`src/rtl/dlsc_axi_router_wr_channel_pkg.sv`:
```
// Shared types and sizing helpers for the router write-data channel stage.
package dlsc_axi_router_wr_channel_pkg;

    typedef enum logic {
        ST_IDLE   = 1'b0,
        ST_ACTIVE = 1'b1
    } wr_state_t;

    function automatic int strb_width(input int data);
        return data / 8;
    endfunction

    function automatic int fifo_depth(input int addr);
        return 1 << addr;
    endfunction

endpackage

```
`src/rtl/dlsc_axi_router_cmd_fifo.sv`:
```
// Synchronous show-ahead command FIFO with occupancy count and programmable almost-full.
module dlsc_axi_router_cmd_fifo
    import dlsc_axi_router_wr_channel_pkg::*;
#(
    parameter int WIDTH = 8,
    parameter int ADDR  = 2
) (
    input  logic             clk,
    input  logic             rst,
    input  logic             push,
    input  logic [WIDTH-1:0] push_data,
    input  logic             pop,
    output logic [WIDTH-1:0] pop_data,
    input  logic [ADDR:0]    almost_full_thresh,
    output logic [ADDR:0]    count,
    output logic             almost_full,
    output logic             empty
);
    localparam int DEPTH = fifo_depth(ADDR);
    localparam logic [ADDR:0]   CNT_FULL = (ADDR+1)'(DEPTH);
    localparam logic [ADDR:0]   CNT_ONE  = (ADDR+1)'(1);
    localparam logic [ADDR-1:0] PTR_ONE  = ADDR'(1);

    logic [WIDTH-1:0] mem [DEPTH];
    logic [ADDR-1:0]  wr_ptr, rd_ptr;
    logic             push_en, pop_en;

    // Pushes into a full FIFO are dropped so the occupancy can never exceed DEPTH.
    assign push_en = push && (count != CNT_FULL);
    assign pop_en  = pop && !empty;

    always_ff @(posedge clk) begin
        if (rst) begin
            wr_ptr <= '0;
            rd_ptr <= '0;
            count  <= '0;
        end else begin
            if (push_en) wr_ptr <= wr_ptr + PTR_ONE;
            if (pop_en)  rd_ptr <= rd_ptr + PTR_ONE;
            if (push_en && !pop_en)      count <= count + CNT_ONE;
            else if (!push_en && pop_en) count <= count - CNT_ONE;
        end
    end

    always_ff @(posedge clk) begin
        if (push_en) mem[wr_ptr] <= push_data;
    end

    assign pop_data    = mem[rd_ptr];
    assign empty       = (count == '0);
    assign almost_full = (count >= almost_full_thresh);

endmodule

```
`src/rtl/dlsc_axi_router_wr_channel.sv`:
```
// Router W-channel stage: steers whole bursts from input to output in command order.
// Optional DLSC_AXI_ROUTER_WR_LEN_CHECK_EN: last derived from cmd_len, sticky err_len on disagreement.
module dlsc_axi_router_wr_channel
    import dlsc_axi_router_wr_channel_pkg::*;
#(
    parameter int DATA      = 32,
    parameter int LEN       = 4,
    parameter int INPUTS    = 1,
    parameter int INPUTSB   = 1,
    parameter int OUTPUTS   = 1,
    parameter int OUTPUTSB  = 1,
    parameter int FIFO_ADDR = 2,
    localparam int STRB     = strb_width(DATA)
) (
    input  logic                    clk,
    input  logic                    rst,
    output logic [INPUTS-1:0]       cmd_full_input,
    output logic [OUTPUTS-1:0]      cmd_full_output,
    input  logic                    cmd_push,
    input  logic [INPUTSB-1:0]      cmd_input,
    input  logic [OUTPUTSB-1:0]     cmd_output,
    input  logic [LEN-1:0]          cmd_len,
`ifdef DLSC_AXI_ROUTER_WR_LEN_CHECK_EN
    output logic                    err_len,
`endif
    output logic [INPUTS-1:0]       in_w_ready,
    input  logic [INPUTS-1:0]       in_w_valid,
    input  logic [INPUTS-1:0]       in_w_last,
    input  logic [INPUTS*DATA-1:0]  in_w_data,
    input  logic [INPUTS*STRB-1:0]  in_w_strb,
    input  logic [OUTPUTS-1:0]      out_w_ready,
    output logic [OUTPUTS-1:0]      out_w_valid,
    output logic [OUTPUTS-1:0]      out_w_last,
    output logic [OUTPUTS*DATA-1:0] out_w_data,
    output logic [OUTPUTS*STRB-1:0] out_w_strb
);
    localparam int CW    = INPUTSB + OUTPUTSB + LEN;
    localparam int DEPTH = fifo_depth(FIFO_ADDR);
    localparam logic [FIFO_ADDR:0] CNT_FULL  = (FIFO_ADDR+1)'(DEPTH);
    localparam logic [FIFO_ADDR:0] AF_THRESH = (FIFO_ADDR+1)'(DEPTH - 1);

    logic [CW-1:0]        fifo_dout;
    logic [FIFO_ADDR:0]   fifo_count;
    logic                 fifo_af, fifo_empty, fifo_pop;
    logic [INPUTSB-1:0]   fifo_in;
    logic [OUTPUTSB-1:0]  fifo_out;
    logic [LEN-1:0]       fifo_len;

    wr_state_t            state, next_state;
    logic [INPUTSB-1:0]   sel_in;
    logic [OUTPUTSB-1:0]  sel_out;
    logic                 in_done;
    logic                 obuf_valid, obuf_last, obuf_ready;
    logic [DATA-1:0]      obuf_data;
    logic [STRB-1:0]      obuf_strb;
    logic                 in_rdy, in_hs, beat_last;

    dlsc_axi_router_cmd_fifo #(
        .WIDTH (CW),
        .ADDR  (FIFO_ADDR)
    ) u_cmd_fifo (
        .clk                (clk),
        .rst                (rst),
        .push               (cmd_push),
        .push_data          ({cmd_input, cmd_output, cmd_len}),
        .pop                (fifo_pop),
        .pop_data           (fifo_dout),
        .almost_full_thresh (AF_THRESH),
        .count              (fifo_count),
        .almost_full        (fifo_af),
        .empty              (fifo_empty)
    );

    assign {fifo_in, fifo_out, fifo_len} = fifo_dout;
    // The threshold sits one below depth to absorb the push already in flight upstream.
    assign cmd_full_input  = {INPUTS{fifo_af}};
    assign cmd_full_output = {OUTPUTS{fifo_af}};

    assign fifo_pop   = (state == ST_IDLE) && !fifo_empty;
    assign obuf_ready = !obuf_valid || out_w_ready[sel_out];
    assign in_rdy     = (state == ST_ACTIVE) && !in_done && obuf_ready && !rst;
    assign in_hs      = in_rdy && in_w_valid[sel_in];

    always_ff @(posedge clk) begin
        if (rst) state <= ST_IDLE;
        else     state <= next_state;
    end

    // Leaving ACTIVE waits for the last beat to drain so sel_out stays stable under obuf_valid.
    always_comb begin
        next_state = state;
        case (state)
            ST_IDLE:   if (!fifo_empty) next_state = ST_ACTIVE;
            ST_ACTIVE: if (in_done && obuf_ready) next_state = ST_IDLE;
            default:   next_state = ST_IDLE;
        endcase
    end

    always_ff @(posedge clk) begin
        if (rst) begin
            sel_in     <= '0;
            sel_out    <= '0;
            in_done    <= 1'b0;
            obuf_valid <= 1'b0;
            obuf_last  <= 1'b0;
        end else begin
            if (fifo_pop) begin
                sel_in  <= fifo_in;
                sel_out <= fifo_out;
                in_done <= 1'b0;
            end
            if (in_hs) begin
                obuf_valid <= 1'b1;
                obuf_last  <= beat_last;
                if (beat_last) in_done <= 1'b1;
            end else if (out_w_ready[sel_out]) begin
                obuf_valid <= 1'b0;
            end
        end
    end

    always_ff @(posedge clk) begin
        if (in_hs) begin
            obuf_data <= in_w_data[sel_in*DATA +: DATA];
            obuf_strb <= in_w_strb[sel_in*STRB +: STRB];
        end
    end

`ifdef DLSC_AXI_ROUTER_WR_LEN_CHECK_EN
    logic [LEN-1:0] beat_cnt, len_r;

    assign beat_last = (beat_cnt == len_r);

    always_ff @(posedge clk) begin
        if (rst) begin
            beat_cnt <= '0;
            err_len  <= 1'b0;
        end else begin
            if (fifo_pop) begin
                beat_cnt <= '0;
                len_r    <= fifo_len;
            end else if (in_hs) begin
                beat_cnt <= beat_cnt + LEN'(1);
            end
            if (in_hs && (in_w_last[sel_in] != beat_last)) begin
                err_len <= 1'b1;
                $warning("wr_channel: in_w_last disagrees with command length");
            end
        end
    end
`else
    logic unused_len;

    assign beat_last  = in_w_last[sel_in];
    assign unused_len = ^fifo_len;
`endif

    always_comb begin
        in_w_ready         = '0;
        in_w_ready[sel_in] = in_rdy;
        for (int o = 0; o < OUTPUTS; o++) begin
            out_w_valid[o] = obuf_valid && (sel_out == OUTPUTSB'(o));
            out_w_last[o]  = obuf_valid && obuf_last && (sel_out == OUTPUTSB'(o));
        end
    end

    assign out_w_data = {OUTPUTS{obuf_data}};
    assign out_w_strb = {OUTPUTS{obuf_strb}};

    always @(posedge clk) begin
        if (!rst && cmd_push)
            assert (fifo_count != CNT_FULL)
            else $error("wr_channel: command pushed while FIFO full, dropped");
    end

endmodule

```
`config.mk`:
```
export PLATFORM = sky130hd
export DESIGN_NAME = dlsc_axi_router_wr_channel
export DESIGN_NICKNAME = d
export VERILOG_FILES = /design/src/rtl/dlsc_axi_router_wr_channel_pkg.sv /design/src/rtl/dlsc_axi_router_cmd_fifo.sv /design/src/rtl/dlsc_axi_router_wr_channel.sv
export SDC_FILE = /design/constraint.sdc
export NUM_CORES = 1
export LEC_CHECK = 0
export ABC_CLOCK_PERIOD_IN_PS = 2430
export BUFFER_PORTS_ARGS = -buffer_cell sky130_fd_sc_hd__buf_4
export CORE_MARGIN = 2
export CORE_UTILIZATION = 43
export CTS_CLUSTER_SIZE = 20
export DETAILED_ROUTE_END_ITERATION = 8
export PLACE_DENSITY = 0.75
export SETUP_SLACK_MARGIN = 0.4
export SLEW_MARGIN = 40
export SYNTH_ARGS = -nofsm -noshare
export SYNTH_HDL_FRONTEND = slang
export SYNTH_SLANG_ARGS = --single-unit
```
`constraint.sdc`:
```
create_clock -name clk -period 2.43 [get_ports clk]
set_clock_uncertainty 0.2 [all_clocks]
set_input_delay 0.243 -clock clk [delete_from_list [all_inputs] [get_ports clk]]
set_output_delay 0.243 -clock clk [all_outputs]
set_load 0.005 [all_outputs]
```
==> out/metrics.csv <==
metric,value,unit
status,"finished, final reports clean",
diodes,0,
fin_tns_setup,0,ns
slowest_delay,0.37,ns
gp_congestion,0.721,
path_depth,9,
cts.htree.levels,3,
grt-ovfl-total,0,
nNetsFinal,340,
start_util,44.9,%
synth_fa_ha_area_share,3.58,%
via_count,1669,
die_w,77.3,µm
rows,26,
area_growth,52.8,%
totalWireLength,4980,µm
synth_cell_types,30,
drt_iter0_drc,77,
slew_violations,0,
final_cell_mix,"buf_4, edfxtp_1, nor2b_1",
min_period,2.14,ns
cts_sinks,57,
fillers,370,
io_pins,89,
power_density,890,nW/µm²
finalHoldViolCount,0,
cp_slowest_cell,dfxtp_4,
holdCritPathClass,input port to register,
routedWlPerCell,13.8,µm
final_antenna_net_count,0,
setup_viol,0,
antenna_found_initial,0,
multi_input_area,687,µm²
regArea,1590,µm²
synthSimpleGateAreaFrac,16.3,%
synth_area_leaders,"edfxtp_1, dfxtp_1, nor2b_1",
grt_pass1_vias,1617,
drc,0,
drive_gt1_share,41.9,%
core,5140,µm²
cts_buffers,9,
r2r_cells,9,
instances_no_fill,361,
seq_area_frac_synth,68.5,%
relSlewSlack,77.3,%
cp_top_family,simple AND/OR/NAND/NOR gates,
syn_area_per_cell,13.7,µm²
irDropWorstVdd,0.716,mV
grt_max_degree,37,
viasPerCell,4.62,
cp_max_fo,6,
cts_root_buf,clkbuf_8,
grt_pass1_wl,7850,µm
die_height,77.3,µm
cp_num_buf_inv,2,
max_freq,466,MHz
cap_violations,0,
syn-num-nets,222,
yosys.area_share.xor_xnor,0.759,%
die-area,5970,µm²
clkLatencyLatePin,0.33,ns
synth_top_area_share,57.3,%
portBuffers,84,
leakage,1.47,nW
gr-usage-all-layers,17.5,%
ys_ff_latch,57,
crit_chain,nor3_4 > nor2_4 > inv_1 > ha_2 > inv_1 > fa_2 > xor2_1 > or3_1 > a21oi_1,
crit_path_start_kind,register,
final_common_cell,buf_4,
hpwl,3210,µm
synth_area,2310,µm²
dp_cells,318,
yosys.area.top_type,edfxtp_1,
rsz0062_at_grt,true,
crit_top_cell,inv_1,
max-clock-path-buffers,2,
fin_crit_sh,88.2,%
synth.area.mux_share,2.82,%
clk_pin_slew_worst_paths,0.07,ns
cp-end-kind,register,
dr.pass1.iters,4,
synth_compound_area_share,5.10,%
cp.required,2.49,ns
whs_path_depth,2,
arrival,2.20,ns
cts_tree,done,
critPathKind,register to register,
synth_top_family_by_area,simple AND/OR/NAND/NOR gates,
synthCells,168,
synth_warnings,0,
worst_pin_slew,0.340,ns
==> state kept, by name, summed over array words and instances (netlist names) <==
signal	cells
in_done	1
obuf_last	1
obuf_valid	1
out_w_data	32
out_w_strb	4
sel_in	1
sel_out	1
state	1
u_cmd_fifo.count	3
u_cmd_fifo.mem	8
u_cmd_fifo.rd_ptr	2
u_cmd_fifo.wr_ptr	2
==> per-layer routing <==
metal / part of all wire [%] / GRT usage [%]
met1: 40 / 19.7
met5: 0 / 0
met2: 51 / 29.7
met3: 7.1 / 4.47
met4: 2.4 / 10.4
==> area by class of cell <==
cell class	instances	area share [%]
Clock inverter	7	2.70
Tap cell	70	2.48
Timing Repair Buffer	113	25.5
Clock buffer	9	3.51
Multi-Input combinational cell	94	19.5
Sequential cell	57	45.2
Inverter	11	1.17
==> worst register-to-register path: stages, from the launching register on <==
cell,delay [ns]
dfxtp_4,0.37
nor3_4,0.25
nor2_4,0.06
inv_1,0.06
ha_2,0.16
inv_1,0.06
fa_2,0.33
xor2_1,0.15
or3_1,0.31
a21oi_1,0.13
==> report_power, final <==
group / switching, mW / internal [mW]
logic: 0.387 / 0.455
clock network: 0.379 / 0.574
registers: 0.110 / 1.23
total: 0.876 / 2.26
==> through the flow <==
step                      total power, mW  instance area [µm²]  setup slack [ns]  hold WS [ns]  util [%]
after floorplan                      1.80                 2330             0.376         0.142         -
after global placement               2.03                 3040             0.295         0.247      59.1
after detailed placement             2.06                 3040             0.243         0.248      59.1
after CTS                            3.14                 3510             0.306     0.0000164      68.3
after global routing                 3.31                 3520             0.233        0.0120      68.6
final                                3.14                 3520             0.286        0.0112      68.6
==> final timing paths <==
path | startpoint | endpoint | slack (ns)
setup / recovery | u_cmd_fifo.count[2] | u_cmd_fifo.count[2] | 0.29
hold / removal | in_w_data[9] | out_w_data[9] | 0.01
setup reg to reg | u_cmd_fifo.count[2] | u_cmd_fifo.count[2] | 0.29
hold reg to reg | obuf_last | obuf_last | 0.27
==> synthesized netlist by cell type <==
cell type  instances
ha_1               5
nor2_1             7
clkbuf_1           5
a21oi_1            8
nand4_1            1
nor3_1             1
or3_4              1
o21a_1             1
nand3_1            5
mux4_2             2
or3b_1             1
fa_1               1
mux2i_1            2
nand2_1            1
a21o_1             1
nor3b_1            1
nand2b_1           1
and2_1             1
a31o_1             1
dfxtp_1           13
a311oi_2           1
or3_1              2
inv_1             11
and3_1             4
buf_4              1
o21ai_0            6
edfxtp_1          44
xor2_1             2
nor2b_1           37
o32ai_1            1
==> kinds of logic after synthesis <==
logic type,Yosys count
buf+inv,17
xor+xnor,2
mux,4
fa+ha+maj,6
compound gates,19
simple gates,63
flops,57
==> what timing repair did <==
item                                   in CTS  in global routing
gates resized for setup                     3                  2
setup endpoints to repair                   1                 38
setup buffers                               8                  1
hold buffers                               18                  0
pin swaps                                   3                  2
endpoints found under the hold margin      33                  0
Note: power is estimated with default switching activity, not from simulation.
